--- src/rtl/gray_code_counter_if.sv ---
// Control and status bundle for gray_code_counter: step/load controls in, binary/Gray count out.
interface gray_code_counter_if #(
  parameter int unsigned WIDTH = 3
);
  logic             en;
  logic             up;
  logic             load;
  logic [WIDTH-1:0] load_bin;
  logic [WIDTH-1:0] bin;
  logic [WIDTH-1:0] gray;
  logic             tc;

  modport master (
    output en, up, load, load_bin,
    input  bin, gray, tc
  );

  modport slave (
    input  en, up, load, load_bin,
    output bin, gray, tc
  );
endinterface

--- src/rtl/gray_code_counter.sv ---
// Up/down binary counter with a registered Gray image and a terminal-count pulse.
// WRAP selects wrap-around or saturation at 0 and MAX.
module gray_code_counter #(
  parameter int unsigned      WIDTH = 3,
  parameter bit               WRAP  = 1'b1,
  parameter logic [WIDTH-1:0] INIT  = '0
) (
  input logic                clk,
  input logic                rst_n,
  gray_code_counter_if.slave cnt
);

  localparam logic [WIDTH-1:0] MaxVal   = '1;
  localparam logic [WIDTH-1:0] InitGray = INIT ^ (INIT >> 1);

  logic [WIDTH-1:0] bin_q, bin_d;
  logic [WIDTH-1:0] gray_q, gray_d;
  logic             tc_q, tc_d;

  // tc flags any enabled step attempted at a limit, whether it wraps or is blocked.
  always_comb begin
    bin_d = bin_q;
    tc_d  = 1'b0;
    if (cnt.load) begin
      bin_d = cnt.load_bin;
    end else if (cnt.en) begin
      if (cnt.up) begin
        if (bin_q != MaxVal) begin
          bin_d = bin_q + 1'b1;
        end else begin
          tc_d = 1'b1;
          if (WRAP) begin
            bin_d = '0;
          end
        end
      end else begin
        if (bin_q != '0) begin
          bin_d = bin_q - 1'b1;
        end else begin
          tc_d = 1'b1;
          if (WRAP) begin
            bin_d = MaxVal;
          end
        end
      end
    end
    gray_d = bin_d ^ (bin_d >> 1);
  end

  // Gray is registered from the same next state so bin and gray never skew.
  always_ff @(posedge clk or negedge rst_n) begin
    if (!rst_n) begin
      bin_q  <= INIT;
      gray_q <= InitGray;
      tc_q   <= 1'b0;
    end else begin
      bin_q  <= bin_d;
      gray_q <= gray_d;
      tc_q   <= tc_d;
    end
  end

  assign cnt.bin  = bin_q;
  assign cnt.gray = gray_q;
  assign cnt.tc   = tc_q;

endmodule

--- src/flat_wrapper.sv ---
// flat-port wrapper written by rule: the top's interface ports become plain ports
module gray_code_counter_flat 
#(
  parameter int unsigned      WIDTH = 3,
  parameter bit               WRAP  = 1'b1,
  parameter logic [WIDTH-1:0] INIT  = '0
)
  (clk, rst_n, cnt_en, cnt_up, cnt_load, cnt_load_bin, cnt_bin, cnt_gray, cnt_tc);
  gray_code_counter_if #(.WIDTH(WIDTH)) cnt_i ();
  input logic clk;
  input logic rst_n;
  input wire logic [$bits(cnt_i.en)-1:0] cnt_en;
  input wire logic [$bits(cnt_i.up)-1:0] cnt_up;
  input wire logic [$bits(cnt_i.load)-1:0] cnt_load;
  input wire logic [$bits(cnt_i.load_bin)-1:0] cnt_load_bin;
  output wire logic [$bits(cnt_i.bin)-1:0] cnt_bin;
  output wire logic [$bits(cnt_i.gray)-1:0] cnt_gray;
  output wire logic [$bits(cnt_i.tc)-1:0] cnt_tc;
  assign cnt_i.en = cnt_en;
  assign cnt_i.up = cnt_up;
  assign cnt_i.load = cnt_load;
  assign cnt_i.load_bin = cnt_load_bin;
  assign cnt_bin = cnt_i.bin;
  assign cnt_gray = cnt_i.gray;
  assign cnt_tc = cnt_i.tc;
  gray_code_counter #(.WIDTH(WIDTH), .WRAP(WRAP), .INIT(INIT)) u_core (.clk(clk), .rst_n(rst_n), .cnt(cnt_i));
endmodule
--- config.mk ---
export PLATFORM = sky130hd
export DESIGN_NAME = gray_code_counter_flat
export DESIGN_NICKNAME = d
export VERILOG_FILES = /design/src/rtl/gray_code_counter_if.sv /design/src/rtl/gray_code_counter.sv /design/src/flat_wrapper.sv
export SDC_FILE = /design/constraint.sdc
export NUM_CORES = 1
export LEC_CHECK = 0
export ABC_AREA = 0
export CELL_PAD_IN_SITES_DETAIL_PLACEMENT = 0
export CELL_PAD_IN_SITES_GLOBAL_PLACEMENT = 1
export CORE_AREA = 2 2 39 41
export CTS_BUF_LIST = sky130_fd_sc_hd__clkbuf_2 sky130_fd_sc_hd__clkbuf_4 sky130_fd_sc_hd__clkbuf_8
export DETAILED_ROUTE_END_ITERATION = 7
export DIE_AREA = 0 0 41 43
export DONT_BUFFER_PORTS = 1
export PLACE_DENSITY_LB_ADDON = 0.1
export SLEW_MARGIN = 20
export SYNTH_ARGS = -nofsm -noshare
export SYNTH_HDL_FRONTEND = slang
export SYNTH_SLANG_ARGS = --single-unit
--- constraint.sdc ---
create_clock -name clk -period 1.29 [get_ports clk]
set_input_delay 0.1935 -clock clk [delete_from_list [all_inputs] [get_ports clk]]
set_output_delay 0.1935 -clock clk [all_outputs]
set_load 0.02 [all_outputs]
==> key figures, run 1 <==
Pwr
  • Maximum resistive drop on vdd: 0.473 mV
  • Clock power share: 0.230
  • Leakage dissipation: 0.000234 uW
  • Relative contribution of combinational cells to total power: 0.382
  • Sequential cell fraction of total power: 0.388
  • Cell internal power dissipation: 487 uW
  • P per Cell Area: 1380 mW/mm2
  • Power Total: 754 uW
  • Switching pwr: 267 uW
  • Share of total power consumed by net switching: 0.354

Cells and area
  • Fill cell total of the finished layout: 142
  • Count of inserted antenna diode cells: 0
  • Final design instance area without fill: 546 um2
  • Most frequent standard cell in the layout excluding fill and tap cells: buf_4
  • Ratio of cells with drive above 1 in the final layout: 0.563
  • Number of nets in the final layout: 62
  • Most frequent cells in the layout: buf_4, dfrtp_1, a21oi_1, ha_4, clkbuf_4
  • Area growth, synth to finish: 53.5%

Synth
  • Post-Syn Nets: 46
  • Mux share of post-synthesis cell area: 0.0563
  • Share of the synthesized area in the top cell type: 0.423
  • Count of warnings emitted by yosys: 0
  • Fraction of synthesized cell area in xor and xnor cells: 0.0739
  • Compound-gate portion of the synthesized area: 0.169
  • Basic-gate share of the synthesized area counting and, or, nand and nor cells: 0.0739
  • Combinational family with the most area after synthesis: compound AO/OA/AOI/OAI gates
  • Yosys top cell by area: dfrtp_1
  • Portion of the post-synthesis area used by sequential elements: 0.423
  • Most area-consuming cells after synthesis: dfrtp_1, ha_1, a21oi_1
  • Post-synthesis average cell area: 10.5 um2
  • Adder-cell share of the synthesized area: 0.141
  • Syn Inst Count: 34
  • Synthesized flop and latch total: 6
  • Cell area after synthesis: 355 um2
  • Synth cell types: 16

Detailed routing
  • Met3 Routed Length: 60 um
  • Post-detailed-route wirelength per cell: 14.0 um
  • Total Wirelength: 893 um
  • Routed length on met2: 459 um
  • Count of antenna-violating nets left after detailed routing: 0
  • Max layer used: met3
  • Routed met1 length: 372 um
  • Detailed-route DRC error count: 0
  • Number of vias after detailed routing: 304
  • Via-to-Cell Ratio: 4.75
  • DRT iter0 DRCs: 10
  • Pre-antenna DRT Iters: 2

Critical path
  • Largest stage delay on the critical path: 0.44 ns
  • Startpoint class of the critical path: register
  • Data required time at the worst endpoint: 1.40 ns
  • FF-to-FF path depth: 5
  • Terminus of the critical flop-to-flop path: u_core.cnt.gray[1]
  • Reg2reg start: u_core.cnt.bin[1]
  • Startpoint of the worst setup timing path: u_core.cnt.bin[1]
  • CP Capture Type: register
  • Cell family contributing the most delay on the critical path: flip-flops
  • CP cell instances: ha_4, ha_4, a21oi_2, a221oi_2, xnor2_1
  • CP Data Arrival Time: 1.59 ns
  • Number of buffer and inverter stages on the critical path: 0
  • Critical path class: register to register
  • Instance count on the critical path: 5
  • Largest fanout on the critical path: 3
  • Capture point of the worst path: u_core.cnt.gray[1]
  • Most numerous cell on the critical path: ha_4
  • Cell type of the slowest stage on the worst timing path: dfrtp_2
  • Register-to-register path setup slack: -0.19 ns

Timing
  • Transition time at the pin with the least slew margin: 0.264 ns
  • Shortest period the worst path allows: 1.48 ns
  • Pins Over Slew Limit: 0
  • Hold slack final: 0.130 ns
  • Setup skew after layout: 0.00358 ns
  • Relative slew slack: 0.821
  • Worst setup slack after layout: -0.186 ns
  • Count of final hold-check violations: 0
  • Top achievable clock speed: 0.677 GHz
  • Final setup violating endpoints: 4
  • RSZ-0062 raised after global routing: yes
  • Period utilisation layout: 1.14

Floorplanning
  • Number of placement rows: 14
  • Die height: 43 um
  • Boundary pin count: 15
  • Core area: 0.00138 mm2
  • Die width: 41 um
  • DIE AREA: 0.00176 mm2
  • Starting density of the core: 0.257

Hold path
  • Path category of the worst min-delay check: input pin to register
  • Hold depth: 2

Clock network
  • # clock sinks: 6
  • Clock Root Buffer: clkbuf_4
  • Clock tree from TritonCTS: built
  • Bufs on Longest Clock Path: 2
  • Total clock buffers created by CTS: 3
  • H-tree Lvls: 1
  • Worst skew pair latency: 0.24 ns
  • Clock Pin Slew Worst Setup and Hold Paths: 0.05 ns

Outcome
  • Outcome: finished with violations
  • Violations in the final reports: setup timing

Global route
  • Global-route wire length before repair: 1300 um
  • Overflow left after global routing: 0
  • GR Util All Layers: 0.114
  • Initial antenna violation count: 0
  • Number of global-route vias before repair: 308
  • Maximum number of pins on one net before global-route repair: 7

Placed design
  • Number of input and output port buffers inserted: 0
  • Post-detailed-placement cell area: 453 um2
  • Routability Congestion: 0.758
  • Detailed placement HPWL: 668 um

Run
  • Max-cap violations: 0
==> registers in the layout (all words and copies together), names as in the netlist <==
name and flops:
u_core.cnt.bin 3, u_core.cnt.tc 1, u_core.cnt.gray 2
==> stage by stage <==
| stage | utilization | setup WS (ns) | setup TNS, ns | instances |
|---|---|---|---|---|
| after floorplan | - | -0.146 | -0.415 | 34 |
| after global placement | 0.327 | -0.193 | -0.521 | 58 |
| after detailed placement | 0.327 | -0.202 | -0.553 | 58 |
| after CTS | 0.358 | -0.173 | -0.507 | 62 |
| after global routing | 0.394 | -0.256 | -0.946 | 64 |
| final | 0.394 | -0.186 | -0.644 | 64 |
==> worst min-delay path by stage <==
stage,startpoint,endpoint,slack (ns)
final,cnt_load_bin[1],u_core.cnt.bin[1],0.13
after global routing,cnt_load_bin[1],u_core.cnt.bin[1],0.13
after CTS,cnt_load,u_core.cnt.bin[2],0.05
after detailed placement,rst_n,u_core.cnt.bin[1],-0.10
after global placement,rst_n,u_core.cnt.tc,-0.10
after floorplan,rst_n,u_core.cnt.bin[0],-0.10
==> power by group through the flow <==
| stage | registers, uW | clock network [uW] | logic, uW |
|---|---|---|---|
| floorplan | 299 | 0 | 129 |
| global placement | 283 | 0 | 234 |
| detailed placement | 286 | 0 | 235 |
| CTS | 286 | 174 | 249 |
| global route | 297 | 193 | 312 |
| finish | 292 | 173 | 288 |
==> Yosys cell counts <==
| cell | instances |
|---|---|
| nand2b_1 | 1 |
| a21oi_1 | 5 |
| o21ai_0 | 1 |
| nor3_1 | 1 |
| a22oi_1 | 1 |
| a221oi_2 | 1 |
| inv_1 | 4 |
| buf_4 | 1 |
| nor2_1 | 2 |
| mux2i_1 | 2 |
| nor3b_1 | 1 |
| dfrtp_1 | 6 |
| xnor2_1 | 2 |
| ha_1 | 4 |
| o31ai_1 | 1 |
| xor2_1 | 1 |
==> layout make-up <==
cell class | instances | area [um2] | area share
Tap cell | 16 | 20.0 | 0.0367
Clock buffer | 3 | 22.5 | 0.0413
Sequential cell | 6 | 153 | 0.280
Inverter | 4 | 17.5 | 0.0321
Multi-Input combinational cell | 23 | 240 | 0.440
Timing Repair Buffer | 12 | 92.6 | 0.170
==> kinds of logic after synthesis <==
logic type               after synthesis
buffers and inverters                  5
AO/OA/AOI/OAI                          9
AND/OR/NAND/NOR                        5
adder cells (fa/ha/maj)                4
XOR/XNOR                               3
multiplexers                           2
flip-flops                             6
==> routing by layer <==
layer	vias up	GRT usage
met4	0	0.0400
met5	-	0
met1	145	0.155
met3	0	0.0471
met2	12	0.159
li1	147	-
==> repair_timing <==
action | in CTS | in global routing
hold endpoints to repair | 6 | 0
buffers inserted | 1 | 2
hold buffers | 1 | 0
setup endpoints to repair | 5 | 5
resized for setup | 3 | 5
pin swaps | 4 | 6
cloned | 0 | 0
Note: power is estimated with default switching activity, not from simulation.
==> inputs of run 2 (changes only) <==
--- a/config.mk
+++ b/config.mk
@@ -13,7 +13,7 @@
 export DETAILED_ROUTE_END_ITERATION = 7
 export DIE_AREA = 0 0 41 43
 export DONT_BUFFER_PORTS = 1
-export PLACE_DENSITY_LB_ADDON = 0.1
+export PLACE_DENSITY = 0.55
 export SLEW_MARGIN = 20
 export SYNTH_ARGS = -nofsm -noshare
 export SYNTH_HDL_FRONTEND = slang
==> key figures, run 2 (synthesis gave the netlist of run 1 again) <==
Outcome
  • Outcome: finished with violations
  • Violations in the final reports: setup timing

Detailed routing
  • Max layer used: met4
  • Routed met1 length: 300 um (-19%)
  • Count of antenna-violating nets left after detailed routing: 0 (unchanged)
  • Total Wirelength: 864 um (-3.2%)
  • DRT iter0 DRCs: 4 (-6)
  • Detailed-route DRC error count: 0 (unchanged)
  • Pre-antenna DRT Iters: 4 (+2)
  • Post-detailed-route wirelength per cell: 13.9 um (-0.13%)
  • Met3 Routed Length: 73 um (+22%)
  • Routed length on met2: 465 um (+1.3%)
  • Via-to-Cell Ratio: 4.74 (-0.17%)
  • Number of vias after detailed routing: 294 (-3.3%)

Placed design
  • Setup slack at placement: -0.186 ns (+0.0165 ns)
  • Detailed placement HPWL: 618 um (-7.5%)
  • Post-detailed-placement cell area: 430 um2 (-5.0%)
  • Number of input and output port buffers inserted: 0 (unchanged)
  • Routability Congestion: 0.688 (-9.2%)

Timing
  • Shortest period the worst path allows: 1.48 ns (-0.000186 ns)
  • Count of final hold-check violations: 0 (unchanged)
  • Final setup violating endpoints: 4 (unchanged)
  • RSZ-0062 raised after global routing: yes
  • Pins Over Slew Limit: 0 (unchanged)
  • Worst setup slack after layout: -0.186 ns (+0.000186 ns)
  • Top achievable clock speed: 0.678 GHz (about the same)
  • Transition time at the pin with the least slew margin: 0.267 ns (+0.00376 ns)
  • Period utilisation layout: 1.14 (about the same)
  • Setup skew after layout: 0.0102 ns (+0.00660 ns)
  • Hold slack final: 0.112 ns (-0.0181 ns)
  • Relative slew slack: 0.818 (-0.00256)

Floorplanning
  • Boundary pin count: 15 (unchanged)
  • Die width: 41 um (unchanged)
  • Core area: 0.00138 mm2 (unchanged)
  • Die height: 43 um (unchanged)
  • Number of placement rows: 14 (unchanged)
  • DIE AREA: 0.00176 mm2 (unchanged)
  • Starting density of the core: 0.257 (unchanged)

Clock network
  • Clock Root Buffer: clkbuf_4
  • Total clock buffers created by CTS: 3 (unchanged)
  • # clock sinks: 6 (unchanged)
  • Clock Pin Slew Worst Setup and Hold Paths: 0.05 ns (about the same)
  • H-tree Lvls: 1 (unchanged)
  • Worst skew pair latency: 0.25 ns (about the same)
  • Clock tree from TritonCTS: built
  • Bufs on Longest Clock Path: 2 (unchanged)

Critical path
  • Largest fanout on the critical path: 3 (unchanged)
  • Register-to-register path setup slack: -0.19 ns (about the same)
  • Data required time at the worst endpoint: 1.40 ns (about the same)
  • CP Data Arrival Time: 1.59 ns (about the same)
  • Critical path class: register to register
  • Reg2reg start: u_core.cnt.bin[1]
  • Terminus of the critical flop-to-flop path: u_core.cnt.gray[1]
  • Startpoint class of the critical path: register
  • FF-to-FF path depth: 5 (unchanged)
  • CP Capture Type: register

Cells and area
  • Ratio of cells with drive above 1 in the final layout: 0.587 (+0.0245)
  • Count of inserted antenna diode cells: 0 (unchanged)
  • Fill cell total of the finished layout: 142 (unchanged)
  • Layout Utilization: 0.383 (-0.0108)
  • Number of nets in the final layout: 59 (-4.8%)
  • Most frequent cells in the layout: buf_4, clkbuf_4, dfrtp_1
  • Final design instance area without fill: 531 um2 (-2.8%)
  • Area growth, synth to finish: 49.3%
  • Largest register FFs: 3 (unchanged)
  • Most frequent standard cell in the layout excluding fill and tap cells: buf_4

Pwr
  • Maximum resistive drop on vdd: 0.620 mV (+31%)
  • P per Cell Area: 1450 mW/mm2 (+5.2%)
  • Leakage dissipation: 0.000222 uW (-5.0%)

Global route
  • Initial antenna violation count: 0 (unchanged)
  • Global-route wire length before repair: 1170 um (-11%)
  • Overflow left after global routing: 0 (unchanged)
  • Maximum number of pins on one net before global-route repair: 7 (unchanged)
  • GR Util All Layers: 0.105 (-0.00958)
  • Number of global-route vias before repair: 290 (-5.8%)

Hold path
  • Source of the worst hold timing path: cnt_load_bin[1]
  • Hold path endpoint: u_core.cnt.bin[1]
  • Hold depth: 2 (unchanged)
  • Path category of the worst min-delay check: input pin to register

Run
  • Max-cap violations: 0 (unchanged)
## run 2: changes by cell type in the layout (fill, tap and decap cells not counted)
cell,previous run,this run
buf_4,11,8
clkbuf_4,3,4
ha_1,1,0
ha_2,0,2
ha_4,3,2
xor2_1,1,0
xor2_2,0,1
## run 2: how the worst max path moves through the flow
stage / startpoint / endpoint / slack (ns) / depth (start not counted)
2_1_floorplan: u_core.cnt.bin[1] / u_core.cnt.gray[0] / -0.15 / 6
3_3_place_gp: u_core.cnt.bin[1] / u_core.cnt.gray[1] / -0.20 / 7
3_5_place_dp: u_core.cnt.bin[1] / u_core.cnt.gray[1] / -0.19 / 7
4_1_cts: u_core.cnt.bin[1] / u_core.cnt.gray[1] / -0.18 / 6
5_1_grt: u_core.cnt.bin[1] / u_core.cnt.gray[1] / -0.26 / 5
6_report: u_core.cnt.bin[1] / u_core.cnt.gray[1] / -0.19 / 5
## run 2: through the flow
| step | TNS (ns) | power (uW) | instances |
|---|---|---|---|
| final | -0.558 | 771 | 62 |
| after global routing | -0.893 | 817 | 62 |
| after CTS | -0.542 | 734 | 60 |
| after detailed placement | -0.503 | 498 | 55 |
| after global placement | -0.467 | 497 | 55 |
| after floorplan | -0.415 | 428 | 34 |
## run 2: routing by layer
metal,up-vias,track usage
met1,142,0.120
li1,139,-
met3,2,0.0262
met2,11,0.147
met5,-,0
met4,0,0.100
## run 2: cell type report
class	instances	area (um2)	area share
timing repair buffer	9	70.1	0.132
sequential	6	153	0.288
inverter	4	17.5	0.0330
clock buffer	4	30.0	0.0566
tap	16	20.0	0.0377
multi-input combinational	23	240	0.453
## run 2: power breakdown
group | internal (uW) | switching, uW
combinational | 148 | 133
clock | 138 | 67.2
sequential | 227 | 58.0
total | 513 | 258
## run 2: timing repair
item                                    4_1_cts  5_1_grt
setup buffers                                 1        2
endpoints found under the setup margin        5        5
gates resized for setup                       4        5
hold buffers                                  1        0
hold endpoints to repair                      6        0
pin swaps                                     4        4
## run 2: worst max-delay path: stages (launching register included)
cell      delay [ns]
dfrtp_2         0.43
ha_2            0.20
ha_4            0.27
a21oi_2         0.05
a221oi_2        0.29
xnor2_1         0.11
==> inputs of run 3 (changes only) <==
--- a/config.mk
+++ b/config.mk
@@ -5,15 +5,14 @@
 export SDC_FILE = /design/constraint.sdc
 export NUM_CORES = 1
 export LEC_CHECK = 0
-export ABC_AREA = 0
+export ABC_AREA = 1
 export CELL_PAD_IN_SITES_DETAIL_PLACEMENT = 0
 export CELL_PAD_IN_SITES_GLOBAL_PLACEMENT = 1
-export CORE_AREA = 2 2 39 41
+export CORE_UTILIZATION = 30
 export CTS_BUF_LIST = sky130_fd_sc_hd__clkbuf_2 sky130_fd_sc_hd__clkbuf_4 sky130_fd_sc_hd__clkbuf_8
 export DETAILED_ROUTE_END_ITERATION = 7
-export DIE_AREA = 0 0 41 43
 export DONT_BUFFER_PORTS = 1
-export PLACE_DENSITY = 0.55
+export PLACE_DENSITY = 0.62
 export SLEW_MARGIN = 20
 export SYNTH_ARGS = -nofsm -noshare
 export SYNTH_HDL_FRONTEND = slang
==> key figures, run 3 <==
Synth
  • Top post-synthesis cells by count: nand2_1, inv_1, dfrtp_1, ha_1, nor2_1
  • Synthesized flop and latch total: 6 (unchanged)
  • Adder-cell share of the synthesized area: 0.124 (-0.0170)
  • Post-synth ARST share: 1.00 (unchanged)
  • Number of enable flip-flop cells after synthesis: 0 (unchanged)
  • Count of warnings emitted by yosys: 0 (unchanged)
  • Basic-gate share of the synthesized area counting and, or, nand and nor cells: 0.300 (+0.226)
  • Cell area after synthesis: 404 um2 (+14%)
  • Mux share of post-synthesis cell area: 0 (-0.0563)
  • Combinational family with the most area after synthesis: simple AND/OR/NAND/NOR gates
  • Dominant synthesized flop cell: dfrtp_1
  • Synth cell types: 18 (+2)
  • Syn Inst Count: 51 (+50%)
  • Share of the synthesized area in the top cell type: 0.372 (-0.0510)
  • Yosys top cell by area: dfrtp_1
  • Most area-consuming cells after synthesis: dfrtp_1, ha_1, nand2_1
  • Post-synthesis average cell area: 7.92 um2 (-24%)
  • Fraction of synthesized cell area in xor and xnor cells: 0.0433 (-0.0306)
  • Post-Syn Nets: 63 (+37%)
  • Portion of the post-synthesis area used by sequential elements: 0.372 (-0.0510)
  • Count leader, synth: nand2_1
  • Compound-gate portion of the synthesized area: 0.0588 (-0.110)

Timing
  • Pins Over Slew Limit: 0 (unchanged)
  • Worst setup slack after layout: -0.0841 ns (+0.102 ns)
  • Shortest period the worst path allows: 1.37 ns (-0.102 ns)
  • Count of final hold-check violations: 0 (unchanged)
  • Top achievable clock speed: 0.728 GHz (+7.4%)
  • Setup skew after layout: 0.00924 ns (-0.000944 ns)
  • Relative slew slack: 0.809 (-0.00891)
  • Final setup violating endpoints: 3 (-1)
  • Transition time at the pin with the least slew margin: 0.285 ns (+0.0177 ns)
  • Period utilisation layout: 1.07 (-0.0789)
  • Total Neg Setup Slack: -0.162 ns (+0.396 ns)
  • RSZ-0062 raised after global routing: yes
  • Hold slack final: 0.132 ns (+0.0196 ns)

Floorplanning
  • Starting density of the core: 0.345 (+0.0883)
  • Die width: 38.7 um (-5.6%)
  • Die height: 38.7 um (-10%)
  • Core area: 0.00117 mm2 (-15%)
  • DIE AREA: 0.00150 mm2 (-15%)
  • Number of placement rows: 12 (-2)
  • Boundary pin count: 15 (unchanged)

Critical path
  • Startpoint class of the critical path: register
  • Data required time at the worst endpoint: 1.42 ns (+0.02 ns)
  • CP Data Arrival Time: 1.50 ns (-0.09 ns)
  • Critical path class: register to register
  • Largest fanout on the critical path: 4 (+1)
  • CP Capture Type: register

Placed design
  • Detailed placement HPWL: 703 um (+14%)
  • Routability Congestion: 0.711 (+3.3%)
  • Post-detailed-placement cell area: 487 um2 (+13%)
  • Number of input and output port buffers inserted: 0 (unchanged)

Cells and area
  • Largest register FFs: 3 (unchanged)
  • Final design instance area without fill: 542 um2 (+2.1%)
  • Number of nets in the final layout: 75 (+27%)
  • Layout Utilization: 0.463 (+0.0792)
  • Most frequent standard cell in the layout excluding fill and tap cells: nand2_1
  • Count of inserted antenna diode cells: 0 (unchanged)
  • Area growth, synth to finish: 34.1%
  • Ratio of cells with drive above 1 in the final layout: 0.393 (-0.194)
  • Most frequent cells in the layout: nand2_1, buf_4, inv_1

Global route
  • Maximum number of pins on one net before global-route repair: 7 (unchanged)
  • Overflow left after global routing: 0 (unchanged)
  • Initial antenna violation count: 0 (unchanged)
  • Global-route wire length before repair: 1340 um (+15%)
  • Number of global-route vias before repair: 368 (+27%)
  • GR Util All Layers: 0.133 (+0.0279)

Clock network
  • Worst skew pair latency: 0.24 ns (about the same)
  • Clock tree from TritonCTS: built
  • Bufs on Longest Clock Path: 2 (unchanged)
  • Clock Root Buffer: clkbuf_4
  • Total clock buffers created by CTS: 3 (unchanged)
  • Clock Pin Slew Worst Setup and Hold Paths: 0.05 ns (about the same)
  • # clock sinks: 6 (unchanged)
  • H-tree Lvls: 1 (unchanged)

Outcome
  • Outcome: finished with violations
  • Violations in the final reports: setup timing

Detailed routing
  • Post-detailed-route wirelength per cell: 10.9 um (-22%)
  • Detailed-route DRC error count: 0 (unchanged)
  • Total Wirelength: 815 um (-5.7%)
  • Number of vias after detailed routing: 344 (+17%)
  • Pre-antenna DRT Iters: 4 (unchanged)
  • Via-to-Cell Ratio: 4.59 (-3.3%)
  • Count of antenna-violating nets left after detailed routing: 0 (unchanged)
  • DRT iter0 DRCs: 8 (+4)

Hold path
  • Path category of the worst min-delay check: input pin to register

Pwr
  • P per Cell Area: 1180 mW/mm2 (-19%)
  • Leakage dissipation: 0.000268 uW (+21%)
  • Power Total: 640 uW (-17%)
  • Maximum resistive drop on vdd: 0.496 mV (-20%)

Run
  • Max-cap violations: 0 (unchanged)
==> run 3: changes by cell type in the layout (fill, tap and decap cells not counted), sizes merged, moves of 2 or more <==
| cell | delta |
|---|---|
| nand2 | +13 |
| inv | +5 |
| nor2 | +5 |
| nand3 | +4 |
| a21oi | -3 |
| mux2i | -2 |
==> run 3: final timing paths <==
check	startpoint	end	slack, ns	depth (start not counted)
max	u_core.cnt.bin[1]	u_core.cnt.gray[1]	-0.08	9
min	cnt_load	u_core.cnt.tc	0.13	2
max reg2reg	u_core.cnt.bin[1]	u_core.cnt.gray[1]	-0.08	9
min reg2reg	u_core.cnt.bin[2]	u_core.cnt.bin[2]	0.72	4
max in group asynchronous	rst_n	u_core.cnt.bin[1]	0.78	1
min in group asynchronous	rst_n	u_core.cnt.tc	0.26	1
==> run 3: metrics by stage <==
step,setup slack [ns],std cells
finish,-0.0841,75
detailed placement,-0.0825,70
floorplan,-0.0731,51
global placement,-0.0682,70
global route,-0.195,75
CTS,-0.0864,75
==> run 3: cell type report <==
class | count | area, um2
Inverter | 9 | 33.8
Timing Repair Buffer | 8 | 62.6
Clock buffer | 3 | 22.5
Sequential cell | 6 | 153
Tap cell | 14 | 17.5
Fill cell | 123 | 629
Multi-Input combinational cell | 35 | 253
==> run 3: logic make-up (layout without fill, tap and decap cells) <==
group | after synthesis | in the layout
buffers and inverters | 10 | 20
adder cells (fa/ha/maj) | 4 | 4
flip-flops | 6 | 6
AO/OA/AOI/OAI | 4 | 4
XOR/XNOR | 2 | 2
AND/OR/NAND/NOR | 25 | 25
==> run 3: layer usage <==
| layer | global-route usage | up-vias | routed length, um |
|---|---|---|---|
| met5 | 0 | - | 0 |
| met4 | 0.0603 | 0 | 13 |
| met3 | 0.0405 | 2 | 42 |
| met2 | 0.250 | 10 | 416 |
| met1 | 0.128 | 156 | 342 |
| li1 | - | 176 | - |
==> run 3: power breakdown <==
part,leakage [uW],switching [uW],internal [uW]
registers,0.0000700,42.4,216
clock network,0.0000138,67.4,105
logic,0.000185,112,97.2
total,0.000268,222,419
==> run 3: critical path, cell delays in order (launching register included) <==
cell and delay (ns):
dfrtp_2 0.44, ha_4 0.18, ha_4 0.25, nor2_2 0.03, nor2_1 0.08, nand2_1 0.06
nand2_1 0.06, nand2_1 0.06, nand2_1 0.06, nand2_1 0.04
==> run 3: timing repair <==
item / CTS / global route
endpoints found under the hold margin: 6 / 0
hold buffers: 1 / 0
endpoints found under the setup margin: 3 / 4
buffers inserted: 1 / 0
pin swaps: 0 / 1
gates resized for setup: 0 / 2
